===== src/rtl/program_loader.sv =====
// Boot-time program loader: receives a length-prefixed byte frame and writes
// assembled 32-bit words into the program RAM, then reports Done or Error.
`timescale 1ns/1ps
module program_loader #(
  parameter int MEMORY_DEPTH = 32,
  parameter int DATA_WIDTH   = 32
) (
  input  logic                  clk,
  input  logic                  reset,
  input  logic                  Start,
  input  logic [7:0]            ByteIn,
  input  logic                  ByteValid,
  output logic                  ByteReady,
  output logic                  WriteEnable,
  output logic [DATA_WIDTH-1:0] WriteAddress,
  output logic [DATA_WIDTH-1:0] WriteData,
  output logic                  Busy,
  output logic                  Done,
  output logic                  Error
);

  localparam logic [15:0] MAX_N = 16'(MEMORY_DEPTH);
  localparam int          PAD   = DATA_WIDTH - 18;

  typedef enum logic [2:0] {
    S_IDLE,
    S_LEN_HI,
    S_LEN_LO,
    S_DATA,
    S_CHECK,
    S_DONE,
    S_ERROR
  } state_t;

  state_t                state_q, state_d;
  logic [15:0]           len_q, len_d;
  logic [15:0]           idx_q, idx_d;
  logic [1:0]            bcnt_q, bcnt_d;
  logic [23:0]           shift_q, shift_d;
  logic [7:0]            csum_q, csum_d;
  logic                  we_q, we_d;
  logic [DATA_WIDTH-1:0] waddr_q, waddr_d;
  logic [DATA_WIDTH-1:0] wdata_q, wdata_d;

  logic                  acc;
  logic [15:0]           len_n;

  always_ff @(posedge clk) begin
    if (reset) begin
      state_q <= S_IDLE;
      len_q   <= '0;
      idx_q   <= '0;
      bcnt_q  <= '0;
      shift_q <= '0;
      csum_q  <= '0;
      we_q    <= 1'b0;
      waddr_q <= '0;
      wdata_q <= '0;
    end else begin
      state_q <= state_d;
      len_q   <= len_d;
      idx_q   <= idx_d;
      bcnt_q  <= bcnt_d;
      shift_q <= shift_d;
      csum_q  <= csum_d;
      we_q    <= we_d;
      waddr_q <= waddr_d;
      wdata_q <= wdata_d;
    end
  end

  always_comb begin
    ByteReady = 1'b0;
    Busy      = 1'b0;
    Done      = 1'b0;
    Error     = 1'b0;
    unique case (state_q)
      S_LEN_HI,
      S_LEN_LO,
      S_DATA,
      S_CHECK: begin
        ByteReady = 1'b1;
        Busy      = 1'b1;
      end
      S_DONE:  Done  = 1'b1;
      S_ERROR: Error = 1'b1;
      default: ;
    endcase
  end

  assign acc          = ByteValid & ByteReady;
  assign len_n        = {len_q[15:8], ByteIn};
  assign WriteEnable  = we_q;
  assign WriteAddress = waddr_q;
  assign WriteData    = wdata_q;

  always_comb begin
    state_d = state_q;
    len_d   = len_q;
    idx_d   = idx_q;
    bcnt_d  = bcnt_q;
    shift_d = shift_q;
    csum_d  = csum_q;
    we_d    = 1'b0;
    waddr_d = waddr_q;
    wdata_d = wdata_q;
    unique case (state_q)
      S_IDLE,
      S_DONE,
      S_ERROR: begin
        if (Start) begin
          state_d = S_LEN_HI;
          len_d   = '0;
          idx_d   = '0;
          bcnt_d  = '0;
          shift_d = '0;
          csum_d  = '0;
        end
      end
      S_LEN_HI: begin
        if (acc) begin
          len_d[15:8] = ByteIn;
          state_d     = S_LEN_LO;
        end
      end
      S_LEN_LO: begin
        if (acc) begin
          len_d = len_n;
          if (len_n > MAX_N) begin
            state_d = S_ERROR;
          end else if (len_n == 16'd0) begin
            state_d = S_CHECK;
          end else begin
            state_d = S_DATA;
          end
        end
      end
      S_DATA: begin
        if (acc) begin
          csum_d  = csum_q ^ ByteIn;
          bcnt_d  = bcnt_q + 2'd1;
          shift_d = {shift_q[15:0], ByteIn};
          // Fourth byte: register the word so the strobe lands next cycle.
          if (bcnt_q == 2'd3) begin
            we_d    = 1'b1;
            wdata_d = {shift_q, ByteIn};
            waddr_d = {{PAD{1'b0}}, idx_q, 2'b00};
            idx_d   = idx_q + 16'd1;
            if (idx_q == len_q - 16'd1) begin
              state_d = S_CHECK;
            end
          end
        end
      end
      S_CHECK: begin
        if (acc) begin
          state_d = (ByteIn == csum_q) ? S_DONE : S_ERROR;
        end
      end
      default: state_d = S_IDLE;
    endcase
  end

endmodule


===== config.mk =====
export PLATFORM = sky130hd
export DESIGN_NAME = program_loader
export DESIGN_NICKNAME = d
export VERILOG_FILES = /design/src/rtl/program_loader.sv
export SDC_FILE = /design/constraint.sdc
export NUM_CORES = 1
export LEC_CHECK = 0
export CORE_ASPECT_RATIO = 1.75
export CORE_MARGIN = 2
export CORE_UTILIZATION = 54
export DETAILED_ROUTE_END_ITERATION = 10
export GPL_TIMING_DRIVEN = 0
export PLACE_DENSITY = 0.8
export SETUP_SLACK_MARGIN = 0.2
export SLEW_MARGIN = 20
export SYNTH_ARGS = -nofsm -noshare
export SYNTH_HDL_FRONTEND = slang
export SYNTH_SLANG_ARGS = --single-unit

===== constraint.sdc =====
create_clock -name clk -period 2.43 [get_ports clk]
set_input_delay 0.486 -clock clk [delete_from_list [all_inputs] [get_ports clk]]
set_output_delay 0.486 -clock clk [all_outputs]
set_load 0.005 [all_outputs]

* Yosys cells after proc, flatten, opt, wreduce, memory -nomap -nowiden
Index checks and enable logic that the tools add are counted.
** Operators by class
- Add/sub/neg operators :: 3
- Multipliers :: 0
- Divide/modulo/power cells :: 0
- Order comparisons :: 1
- Equal/unequal tests :: 16
- Shifts and indexed selects :: 0
- Mux-type cells :: 32
- Bitwise operators :: 5
- Reduce and logical (&&, ||, !) cells :: 14
** Operator list (number)
- $mux 16 :: 3
- $mux 24 :: 2
- $pmux 24 s2 :: 1
- $mux 8 :: 4
- $pmux 16 s2 :: 1
- $pmux 8 s2 :: 2
- $mux 3 :: 9
- $pmux 8 s3 :: 1
- $add 16x1->16 const B :: 1
- $eq 16x16->1 :: 1
- $gt 16x6->1 const B :: 1
- $logic_not 16->1 :: 1
- $sub 16x1->16 const B :: 1
- $pmux 3 s5 :: 1
- $ne 2x2->1 const B :: 7
- $eq 3x3->1 const B :: 3
- $reduce_and 3->1 :: 3
- $eq 8x8->1 :: 1
- $reduce_and 4->1 :: 2
- $xor 8x8->8 :: 1
- $reduce_and 7->1 :: 1
- $eq 3x2->1 const B :: 2
- $mux 2 :: 3
- $reduce_bool 2->1 :: 3
- other kinds (10) :: 16
** Word-level totals
- Flip-flop bits (word level) :: 118
- Latch bits :: 0
- Memory bits (writable) :: 0
- Bits in read-only memories :: 0
- Input port bits :: 12
- Output and inout bits :: 69
- Word-level logic and storage cells :: 81
- Memories :: 0

* Longest topological paths before layout
- Word-level depth :: 6
- Mapped depth :: 9
- Depth with buffers taken out :: 8

* Worst setup path before layout
OpenSTA, ideal clock, no wires.
- Path type :: flip-flop to flip-flop
- Start :: register len_q[0]
- End :: register state_q[0]
- Arrival time :: 2.007 ns
- Data required time :: 2.308 ns
- Slack :: 0.301 ns
- Cell stages (with the launch flop) :: 9
- Path buffers :: 0
- Path through :: dfxtp_1 inv_1 ha_1 or3b_2 or4_1 nand4_1 o2111a_1 and4_1 a211oi_1
** On the way
- Cells in the longest elaborated chain, start to end :: 4
** Ends and longest elaborated chain
- start: declaration :: line 36 : logic [15:0] len_q, len_d;
- start signal: assignment :: line 61 : len_q <= len_d;
- $sub 16x1->16 :: line 149 : if (idx_q == len_q - 16'd1) begin
- $eq 16x16->1 :: line 149
- $ne 2x2->1 (no source line)
- $reduce_and 7->1 (no source line)
- end signal: assignment :: line 60 : state_q <= state_d;
- end: declaration :: line 35 : state_t state_q, state_d;
No other way between the ends.
A chain may end at the register's enable or synchronous reset.

* Final worst setup path
- Start :: register len_q[4]
- End :: register state_q[0]
Same word-level chain as after synthesis.

==> results.sh <==
export IMPL_gp_congestion=0.926
export IMPL_setup_viol=0
export IMPL_hold_viol_final=0
export IMPL_outcome="complete, no violations"
export IMPL_area_growth_pct=29.1
export IMPL_clkTransAtPathRegs_ns=0.06
export IMPL_drive_gt1_share_pct=11.8
export IMPL_die_w_um=79.9
export IMPL_synth_main_ff_cell="dfxtp_1"
export IMPL_synth_area_um2=5450
export IMPL_slew_violations=0
export IMPL_synth_area_top_cells="dfxtp_1 43%, nand2_1 11%, a21oi_1 11%"
export IMPL_critPathMaxStageDelay_ns=0.56
export IMPL_via_per_inst=5.78
export IMPL_avgSynthCellArea_um2=7.59
export IMPL_holdPathEnd="shift_q[20]"
export IMPL_final_min_period_over_clock_period_pct=91.2
export IMPL_yosys_warnings=0
export IMPL_wirelength_um=16600
export IMPL_synth_largest_area_cell="dfxtp_1"
export IMPL_initial_utilization_pct=55.3
export IMPL_worstSetupPathType="flip-flop to flip-flop"
export IMPL_gr_total_overflow=0
export IMPL_drc=0
export IMPL_final_antenna_net_count=0
export IMPL_p_int_mw=4.26
export IMPL_crit_path_cell_trace="or4_4, or4_1, nand4_1, o2111a_1, and4_4, a211oi_1"
export IMPL_slew_headroom_pct=49.2
export IMPL_r2r_slack_ns=0.21
export IMPL_worst_skew_pair_late_latency_ns=0.43
export IMPL_cts_max_level=4
export IMPL_synth_edf_count=0
export IMPL_r2r_end="state_q[0]"
export IMPL_finalWorstSetupSlack_ns=0.213
export IMPL_worstRegToRegCells=6
export IMPL_synth_distinct_cells=54
export IMPL_grt_max_degree=17
export IMPL_holdWs_ns=0.454
export IMPL_hold_buffers=0
export IMPL_cts_buffers=17
export IMPL_grtUsageTotal_pct=31.2
export IMPL_cts_sinks=118
export IMPL_irDropWorstVdd_mv=0.742
export IMPL_yosysSeqAreaShare_pct=43.3
export IMPL_detail_route_iter0_violations=292
export IMPL_cts_root_buffer="clkbuf_16"
export IMPL_synth_most_common_cell="nand2_1"
export IMPL_max_freq_mhz=451
export IMPL_power_share_clock_pct=42.1
export IMPL_critPathRequiredTime_ns=2.74
export IMPL_coreArea_um2=9850
export IMPL_vias=5484
export IMPL_antenna_found_initial=0
export IMPL_end_kind="flip-flop"
export IMPL_wire_per_inst_um=17.5
export IMPL_fillCellCount=782
export IMPL_p_per_area_nw_per_um2=888
export IMPL_min_from="shift_q[20]"
export IMPL_die_y_um=137
export IMPL_dpl_worst_slack_ns=-0.395
export IMPL_synth_async_reset_ratio_pct=0
export IMPL_synth_common_cells="163 x nand2_1, 118 x dfxtp_1, 116 x a21oi_1"
export IMPL_dp_hpwl_um=11800
export IMPL_first_pass_iters=5
export IMPL_slowest_stage="or4_4"
export IMPL_io_buffer_count=55
export IMPL_layout_min_cycle_time_ns=2.22
export IMPL_synthCells=718
export IMPL_grt_pass1_wl_um=26000
export IMPL_pin_count=81
export IMPL_ff_latch_area_um2=2370
export IMPL_holdPathStages=2
export IMPL_clk_path_buf_depth=2
export IMPL_seq_power_share_pct=33.1
export IMPL_tightest_slew_ns=0.761
export IMPL_hp_class="flip-flop to flip-flop"
export IMPL_diodes=0
export IMPL_nets=825
export IMPL_synth_seq_cells=118
export IMPL_num_rows=48
export IMPL_leakage_nw=2.54
export IMPL_rsz0062_at_grt="true"
export IMPL_yosysTopAreaCellShare_pct=43.3
export IMPL_grt_pass1_vias=5365
export IMPL_cap_violations=0
export IMPL_finClkSkew_ns=0.00801
export IMPL_combPwrFrac_pct=24.7
export IMPL_cp_start_kind="flip-flop"
export IMPL_p_switching_mw=1.98
export IMPL_cp_max_fo=6
export IMPL_multi_input_area_um2=2900
export IMPL_die_area_um2=10900
export IMPL_r2r_start="len_q[4]"
export IMPL_cts_tree="yes"
export IMPL_cp_arrival_ns=2.53
export IMPL_switching_share_pct=31.8
==> power groups by stage <==
stage | clock, mW | sequential, mW | combinational, mW
after floorplan | 0 | 2.08 | 0.961
after global placement | 0 | 2.10 | 1.29
after detailed placement | 0 | 2.10 | 1.32
after CTS | 2.63 | 2.06 | 1.45
after global routing | 2.73 | 2.08 | 1.66
final | 2.63 | 2.07 | 1.55
==> logic make-up (layout without fill, tap and decap cells) <==
| family | Yosys count | after routing | share of synthesized area [%] |
|---|---|---|---|
| AOI/OAI and AO/OA | 167 | 167 | 17.3 |
| xor gates and xnor gates | 35 | 35 | 5.62 |
| adders and majority gates | 3 | 3 | 0.689 |
| buffers and inverters | 80 | 170 | 6.77 |
| DFF | 118 | 118 | 43.3 |
| muxes | 1 | 1 | 0.207 |
| other | 1 | 16 | 0.0688 |
| and+or+nand+nor | 313 | 313 | 26.0 |
==> per-layer routing <==
metal  vias up  part of all wire (%)  track usage (%)
li1       2611                     -                -
met1      2572                    35             30.1
met2       226                    53             57.5
met3        75                   5.6             7.59
met4         0                   6.2             20.2
met5         -                     0                0
==> worst max path at each step <==
stage / from / to / slack (ns) / depth (start not counted)
floorplan: len_q[0] / state_q[0] / 0.30 / 8
global placement: Start / idx_q[15] / -0.38 / 6
detailed placement: Start / idx_q[15] / -0.40 / 6
CTS: len_q[6] / state_q[0] / 0.19 / 6
global route: len_q[3] / state_q[0] / 0.15 / 7
finish: len_q[4] / state_q[0] / 0.21 / 6
==> sequential cells by signal (all words and copies together), names as in the netlist <==
name	flops
WriteData	32
shift_q	24
WriteAddress	16
idx_q	16
len_q	16
csum_q	8
state_q	3
bcnt_q	2
WriteEnable	1
==> final cells by class <==
class	instances	area share [%]
flip-flops and latches	118	33.7
repair buffers	58	8.13
clock inverters	13	2.45
clock buffers	19	6.44
inverters	12	0.640
plain buffers	68	5.14
well taps	125	2.22
multi-input cells	535	41.2
==> worst max-delay path: cells and delay by family, from the launching register on <==
family             cells  cell delay [ns]
AOI/OAI and AO/OA      2             0.27
and+or+nand+nor        4             1.46
DFF                    1             0.38
==> layout by cell type (no fill, tap or decap), drive strengths merged, types with 4 or more instances in the layout <==
cell	count
nand2	163
dfxtp	118
a21oi	116
clkbuf	59
clkdlybuf4s50	54
nand3	44
nor2	42
buf	31
xor2	20
o21ai	19
conb	16
xnor2	15
inv	13
nor3	9
or3	8
nor4	8
and3	6
nand4	6
or4	6
clkinv	5
nand2b	5
a211oi	4
clkinvlp	4
o2111ai	4
==> metrics by stage <==
step / instances / setup TNS [ns] / cell area (µm²) / utilization [%] / power, mW
after floorplan: 733 / 0 / 5510 / - / 3.04
after global placement: 913 / -3.96 / 6210 / 63.1 / 3.38
after detailed placement: 913 / -4.31 / 6210 / 63.1 / 3.41
after CTS: 948 / 0 / 6950 / 70.6 / 6.15
after global routing: 948 / 0 / 7030 / 71.4 / 6.47
final: 948 / 0 / 7030 / 71.4 / 6.25
==> repair_timing <==
action / 4_1_cts / 5_1_grt
resized for setup: 29 / 30
setup buffers: 3 / 0
setup endpoints to repair: 38 / 41
pin swaps: 3 / 5
Power figures use the tool's default switching activity.
